File: src/rtl/cam_pkg.sv
// Shared types and default sizing for the CAM match-vector scan logic.
package cam_pkg;

  typedef enum logic {
    SCAN_IDLE = 1'b0,
    SCAN_BUSY = 1'b1
  } scan_state_e;

  localparam int CAM_DEPTH = 128;
  localparam int CAM_IDX_W = $clog2(CAM_DEPTH);

endpackage

File: src/rtl/prienc_lsb.sv
// LSB-first priority encoder: index of the lowest set bit, zero when the vector is empty.
module prienc_lsb #(
  parameter int IN_WIDTH  = 128,
  parameter int OUT_WIDTH = $clog2(IN_WIDTH)
) (
  input  logic [IN_WIDTH-1:0]  vec_i,
  output logic [OUT_WIDTH-1:0] idx_o
);

  logic [OUT_WIDTH-1:0] idx_s;

  // Scan from the top down so the lowest set bit is written last and wins.
  always_comb begin
    idx_s = '0;
    for (int i = IN_WIDTH - 1; i >= 0; i--) begin
      if (vec_i[i]) begin
        idx_s = OUT_WIDTH'(i);
      end else begin
        idx_s = idx_s;
      end
    end
  end

  assign idx_o = idx_s;

endmodule

File: src/rtl/cam_match_scan.sv
// Turns one CAM match vector into a handshaked stream of matching indices, lowest first.
module cam_match_scan
  import cam_pkg::*;
#(
  parameter int IN_WIDTH  = CAM_DEPTH,
  parameter int OUT_WIDTH = $clog2(IN_WIDTH)
) (
  input  logic                 clk,
  input  logic                 rst_n,
  input  logic                 match_vld_i,
  output logic                 match_rdy_o,
  input  logic [IN_WIDTH-1:0]  match_vec_i,
  input  logic                 abort_i,
  output logic                 idx_vld_o,
  input  logic                 idx_rdy_i,
  output logic [OUT_WIDTH-1:0] idx_o,
  output logic                 idx_last_o,
  output logic                 miss_o,
  output logic                 busy_o,
  output logic [OUT_WIDTH:0]   hit_cnt_o
);

  scan_state_e          state_q, state_d;
  logic [IN_WIDTH-1:0]  pend_q, pend_d;
  logic [OUT_WIDTH:0]   cnt_q, cnt_d;
  logic                 rdy_q, rdy_d;
  logic                 vld_q, vld_d;
  logic                 busy_q, busy_d;
  logic                 miss_q, miss_d;

  logic [IN_WIDTH-1:0]  pend_clr_s;
  logic                 last_s;
  logic [OUT_WIDTH-1:0] idx_enc_s;

  assign pend_clr_s = pend_q & (pend_q - IN_WIDTH'(1));
  assign last_s     = (pend_clr_s == '0);

  prienc_lsb #(
    .IN_WIDTH  (IN_WIDTH),
    .OUT_WIDTH (OUT_WIDTH)
  ) u_prienc (
    .vec_i (pend_q),
    .idx_o (idx_enc_s)
  );

  // Next-state logic; abort outranks both acceptance and index transfer.
  always_comb begin
    state_d = state_q;
    pend_d  = pend_q;
    cnt_d   = cnt_q;
    miss_d  = 1'b0;
    case (state_q)
      SCAN_IDLE: begin
        if (abort_i) begin
          pend_d = pend_q;
        end else if (match_vld_i) begin
          pend_d = match_vec_i;
          cnt_d  = '0;
          if (match_vec_i != '0) begin
            state_d = SCAN_BUSY;
          end else begin
            miss_d = 1'b1;
          end
        end else begin
          pend_d = pend_q;
        end
      end
      SCAN_BUSY: begin
        if (abort_i) begin
          pend_d  = '0;
          state_d = SCAN_IDLE;
        end else if (idx_rdy_i) begin
          pend_d = pend_clr_s;
          cnt_d  = cnt_q + (OUT_WIDTH + 1)'(1);
          if (last_s) begin
            state_d = SCAN_IDLE;
          end else begin
            state_d = SCAN_BUSY;
          end
        end else begin
          pend_d = pend_q;
        end
      end
      default: begin
        state_d = SCAN_IDLE;
        pend_d  = '0;
      end
    endcase
    rdy_d  = (state_d == SCAN_IDLE);
    vld_d  = (state_d == SCAN_BUSY);
    busy_d = (state_d == SCAN_BUSY);
  end

  // State, pending vector and all handshake/status outputs are registered here.
  always_ff @(posedge clk or negedge rst_n) begin
    if (!rst_n) begin
      state_q <= SCAN_IDLE;
      pend_q  <= '0;
      cnt_q   <= '0;
      rdy_q   <= 1'b1;
      vld_q   <= 1'b0;
      busy_q  <= 1'b0;
      miss_q  <= 1'b0;
    end else begin
      state_q <= state_d;
      pend_q  <= pend_d;
      cnt_q   <= cnt_d;
      rdy_q   <= rdy_d;
      vld_q   <= vld_d;
      busy_q  <= busy_d;
      miss_q  <= miss_d;
    end
  end

  assign match_rdy_o = rdy_q;
  assign idx_vld_o   = vld_q;
  assign busy_o      = busy_q;
  assign miss_o      = miss_q;
  assign hit_cnt_o   = cnt_q;
  assign idx_o       = idx_enc_s;
  // pend is zero outside a scan, so gate last with valid to keep it low in IDLE.
  assign idx_last_o  = vld_q & last_s;

endmodule

File: config.mk
export PLATFORM = sky130hd
export DESIGN_NAME = cam_match_scan
export DESIGN_NICKNAME = d
export VERILOG_FILES = /design/src/rtl/cam_pkg.sv /design/src/rtl/prienc_lsb.sv /design/src/rtl/cam_match_scan.sv
export SDC_FILE = /design/constraint.sdc
export NUM_CORES = 1
export LEC_CHECK = 0
export ABC_CLOCK_PERIOD_IN_PS = 6710
export CAP_MARGIN = 25
export CORE_ASPECT_RATIO = 1.4
export CORE_MARGIN = 1
export CORE_UTILIZATION = 40
export CTS_BUF_LIST = sky130_fd_sc_hd__clkbuf_4 sky130_fd_sc_hd__clkbuf_8
export DETAILED_ROUTE_END_ITERATION = 6
export SKIP_CTS_REPAIR_TIMING = 1
export SYNTH_ARGS = -nofsm -noshare
export SYNTH_HDL_FRONTEND = slang
export SYNTH_SLANG_ARGS = --single-unit
File: constraint.sdc
create_clock -name clk -period 6.71 [get_ports clk]
set_input_delay 1.0065 -clock clk [delete_from_list [all_inputs] [get_ports clk]]
set_output_delay 1.0065 -clock clk [all_outputs]
set_load 0.005 [all_outputs]
After elaboration in Yosys (flattened, before gate mapping)
Cells that the tools add are included.

Bits in registers: 139. Bits in latches: 0. RAM bits: 0. Bits in read-only memories: 0. Input bits: 133. Output and inout bits: 20. Word-level logic and storage cells: 169. Memories: 0.

$add $sub $neg: 2. Multiply operators: 0. Divide/modulo/power cells: 0. Magnitude comparators: 0. Equality and inequality tests: 5. Shift-type cells: 0. Multiplexer cells: 149. Bitwise logic cells: 4. Reduce and logical (&&, ||, !) cells: 4.

Operator list (count): $mux 7 (128); $mux 128 (4); $pmux 128 s2 (1); $and 128x128->128 (1); $logic_not 128->1 (1); $reduce_bool 128->1 (1); $sub 128x1->128 const B (1); $mux 8 (4); $pmux 8 s2 (1); $mux 1 (10); $add 8x1->8 const B (1); $ne 2x2->1 const B (4); $reduce_and 4->1 (1); $ne 3x3->1 const B (1); $reduce_and 3->1 (1); $not 1->1 (2); $pmux 1 s2 (1); $and 1x1->1 (1).

Longest topological paths before layout
Word-level depth: 128. Mapped depth: 13. Mapped depth without buffers: 10.

Cells and area by module
A second synthesis with hierarchy kept.

Cells, all modules: 1324. Area, all modules: 10448.8 um2.

By module, submodules not included: cam_match_scan (times used 1, cells an instance 1025, area an instance 8745.9 um2, seq. area each 3479.6 um2); prienc_lsb (times used 1, cells an instance 299, area an instance 1702.9 um2, seq. area each 0.0 um2).

Least setup slack after synthesis
OpenSTA, ideal clock, no wires.

Path type: flip-flop to output port. Start point: register pend_q[80]. End point: output port idx_last_o. Arrival: 3637 ps. Data required time: 5704 ps. Path slack: 2067 ps. Stages on the path, launching flop included: 12. Buffers on the path: 1. Cells stage by stage: dfrtp_1 > or4_1 > buf_2 > or4_4 > or3_4 > nor4_4 > nand3_2 > or2_4 > a222oi_1 > o2111ai_1 > nor3_2 > and3_1.

Cells in the longest elaborated chain, start to end: 4.

Ends and longest elaborated chain: start: declaration (line cam_match_scan.sv:24) `logic [IN_WIDTH-1:0] pend_q, pend_d;`; start signal: assignment (line cam_match_scan.sv:106) `pend_q <= pend_d;`; $sub 128x1->128 (line cam_match_scan.sv:35) `assign pend_clr_s = pend_q & (pend_q - IN_WIDTH'(1));`; $and 128x128->128 (*) (line cam_match_scan.sv:35); $logic_not 128->1 (*) (line cam_match_scan.sv:36) `assign last_s = (pend_clr_s == '0);`; $and 1x1->1 (*) (line cam_match_scan.sv:122) `assign idx_last_o = vld_q & last_s;`; end: declaration (line cam_match_scan.sv:17) `output logic idx_last_o,`.

Every way passes the cells marked *; elsewhere a longest branch is shown, timed or not.

Worst setup path after layout
Start point: register pend_q[15]. End point: output port idx_last_o.

The elaborated chain is that of the path after synthesis.

==> flow_summary.json <==
{
  "fin_cells": 1684,
  "yosys-top-cells-area": "dfrtp_1 35%, a22o_1 9.4%, o21ai_0 7.2%",
  "routed_wl_um": 43600,
  "dieHeight_um": 188,
  "ios": 153,
  "cts_root_buf": "clkbuf_8",
  "firstDrtPassIters": 5,
  "globalRouteTotalUtil_pct": 34.8,
  "cts_tree": "built",
  "relSlewSlack_pct": 21.6,
  "yosysSeqAreaShare_pct": 35.2,
  "drive_above_1_share_pct": 6.91,
  "ant_nets": 0,
  "yosysTopAreaCell": "dfrtp_1",
  "synthFlopType": "dfrtp_1",
  "syn_area_um2": 9880,
  "port_buffers": 152,
  "antenna_found_initial": 0,
  "slowest_delay_ns": 0.62,
  "drtIter0Drc": 1084,
  "place_ws_ns": 0.727,
  "synth.top_cell.area_share_pct": 35.0,
  "cts_buffers": 17,
  "synthCells": 1246,
  "drc": 0,
  "core.rowCount": 67,
  "hold_class": "in -> async",
  "path_clk_slew_ns": 0.09,
  "path_cells": "nor4_1 -> and4_1 -> nand3_1 -> a221oi_1 -> o2111ai_1 -> or4_1 -> nor4_1 -> and4_1 -> and3_1 -> clkdlybuf4s50_1",
  "n_antenna_cell": 0,
  "async_flop_share_pct": 100,
  "power.leakage_nw": 4.73,
  "chipWidth_um": 135,
  "critPathKind": "reg -> out",
  "core_um2": 24100,
  "synth.distinct_cells": 82,
  "dp.cells": 1652,
  "dieArea_um2": 25300,
  "period_share_pct": 97.9,
  "clkSinkCount": 139,
  "cp_max_fo": 10,
  "maxSlewViolCount": 0,
  "synth_edf_count": 0,
  "vias": 11179,
  "max_freq_mhz": 152,
  "grt_pass1_wl_um": 66000,
  "post-synth-top-count-cell": "o21ai_0",
  "grt_max_degree": 74,
  "areaGrowthSynthToFinish_pct": 22.7,
  "nets": 1495,
  "max-vdd-ir-drop_uv": 134,
  "grt_pass1_vias": 10886,
  "dp_hpwl_um": 33100,
  "worst_pin_slew_ns": 1.17,
  "wl_per_cell_um": 25.9,
  "syn-num-nets": 1380,
  "fin_setup_tns_ns": 0,
  "synth_warnings": 0,
  "power.total_mw": 3.18,
  "synth_common_cells": "142 x o21ai_0, 138 x dfrtp_1, 135 x nand2_1",
  "vias_per_cell": 6.64,
  "fillers": 2345,
  "grt_setup_unrepaired": "false",
  "cts_buffer_depth": 2,
  "rrSetupSlack_ns": 2.10,
  "hold_viol": 0,
  "cp_num_buf_inv": 1,
  "p_per_area_nw_per_um2": 263,
  "cp.arrival_ns": 5.56,
  "cp-start-kind": "flip-flop",
  "layout_setup_ws_ns": 0.144,
  "period_minus_slack_ns": 6.57,
  "cap_violations": 0,
  "start_util_pct": 41.1,
  "synth.avg_cell_area_um2": 7.93,
  "yosys_register_bits": 139,
  "clkLatencyLatePin_ns": 0.49,
  "grt-ovfl-total": 0,
  "gp_congestion": 1.02,
  "setup_violations": 0,
  "cp.required_ns": 5.70,
  "endpoint_kind": "output pin",
  "slowest_stage": "a221oi_1",
  "clock_skew_ns": 0.0153,
  "outcome": "complete, no violations",
  "crit_family": "simple AND/OR/NAND/NOR gates",
  "h-tree-depth": 4
}
power breakdown:
part           leakage (nW)  switching [mW]  internal, mW  total (mW)
combinational          2.74           0.666         0.499        1.16
clock                 0.188           0.397         0.336       0.733
sequential             1.80           0.310         0.975        1.28
cell families (layout without fill, tap and decap cells):
group / Yosys count / in the layout / share of synthesized area [%]
buffers and inverters: 129 / 257 / 5.04
adders and majority gates: 2 / 2 / 0.228
xor gates and xnor gates: 6 / 6 / 0.532
DFF: 139 / 139 / 35.2
muxes: 2 / 2 / 0.203
AOI/OAI and AO/OA: 447 / 447 / 31.1
and+or+nand+nor: 521 / 521 / 27.7
flip-flops by register name, indices dropped and copies added (netlist names):
name         cells
pend_q         128
hit_cnt_o        8
busy_o           1
miss_o           1
match_rdy_o      1
final timing paths:
kind / start / end / cells after the start
max in group asynchronous: rst_n / pend_q[24] / 2
hold reg to reg: hit_cnt_o[7] / hit_cnt_o[7] / 2
setup / recovery: pend_q[15] / idx_last_o / 10
hold / removal: rst_n / pend_q[96] / 1
setup reg to reg: pend_q[15] / match_rdy_o / 9
min in group clk: hit_cnt_o[7] / hit_cnt_o[7] / 2
layout by cell type, fill, tap and decap left out, types with 43 or more instances in the layout:
cell	count
a22o_1	106
o21ai_0	142
nor4_1	93
inv_1	46
nor3_1	43
clkdlybuf4s50_1	151
a21oi_1	60
dfrtp_1	138
nor2_1	92
nand2_1	134
metrics by stage:
step | cell area (um2) | hold slack (ns) | utilization [%]
after floorplan | 9880 | 0.499 | -
after global placement | 11700 | 0.532 | 48.5
after detailed placement | 11700 | 0.545 | 48.7
after CTS | 12100 | 0.547 | 50.3
after global routing | 12100 | 0.574 | 50.4
final | 12100 | 0.524 | 50.4
worst register-to-register path: cells and delay by family, from the launching register on:
kind,cells,cell delay (ns)
and+or+nand+nor,6,3.06
DFF,1,0.46
AOI/OAI and AO/OA,3,1.02
layout make-up:
cell class	instances	area [um2]	area share, %
timing repair buffer	179	1750	14.5
tap	310	388	3.20
clock inverter	15	165	1.36
multi-input combinational	978	5920	48.9
sequential	139	3480	28.7
inverter	46	173	1.43
clock buffer	17	234	1.93
routing by layer:
layer  track usage [%]  part of all wire (%)
met4              18.1                   5.3
met2              59.8                    50
met3              4.27                   5.8
met5                 0                     0
met1              42.2                    39
(Power assumes the default switching activity.)
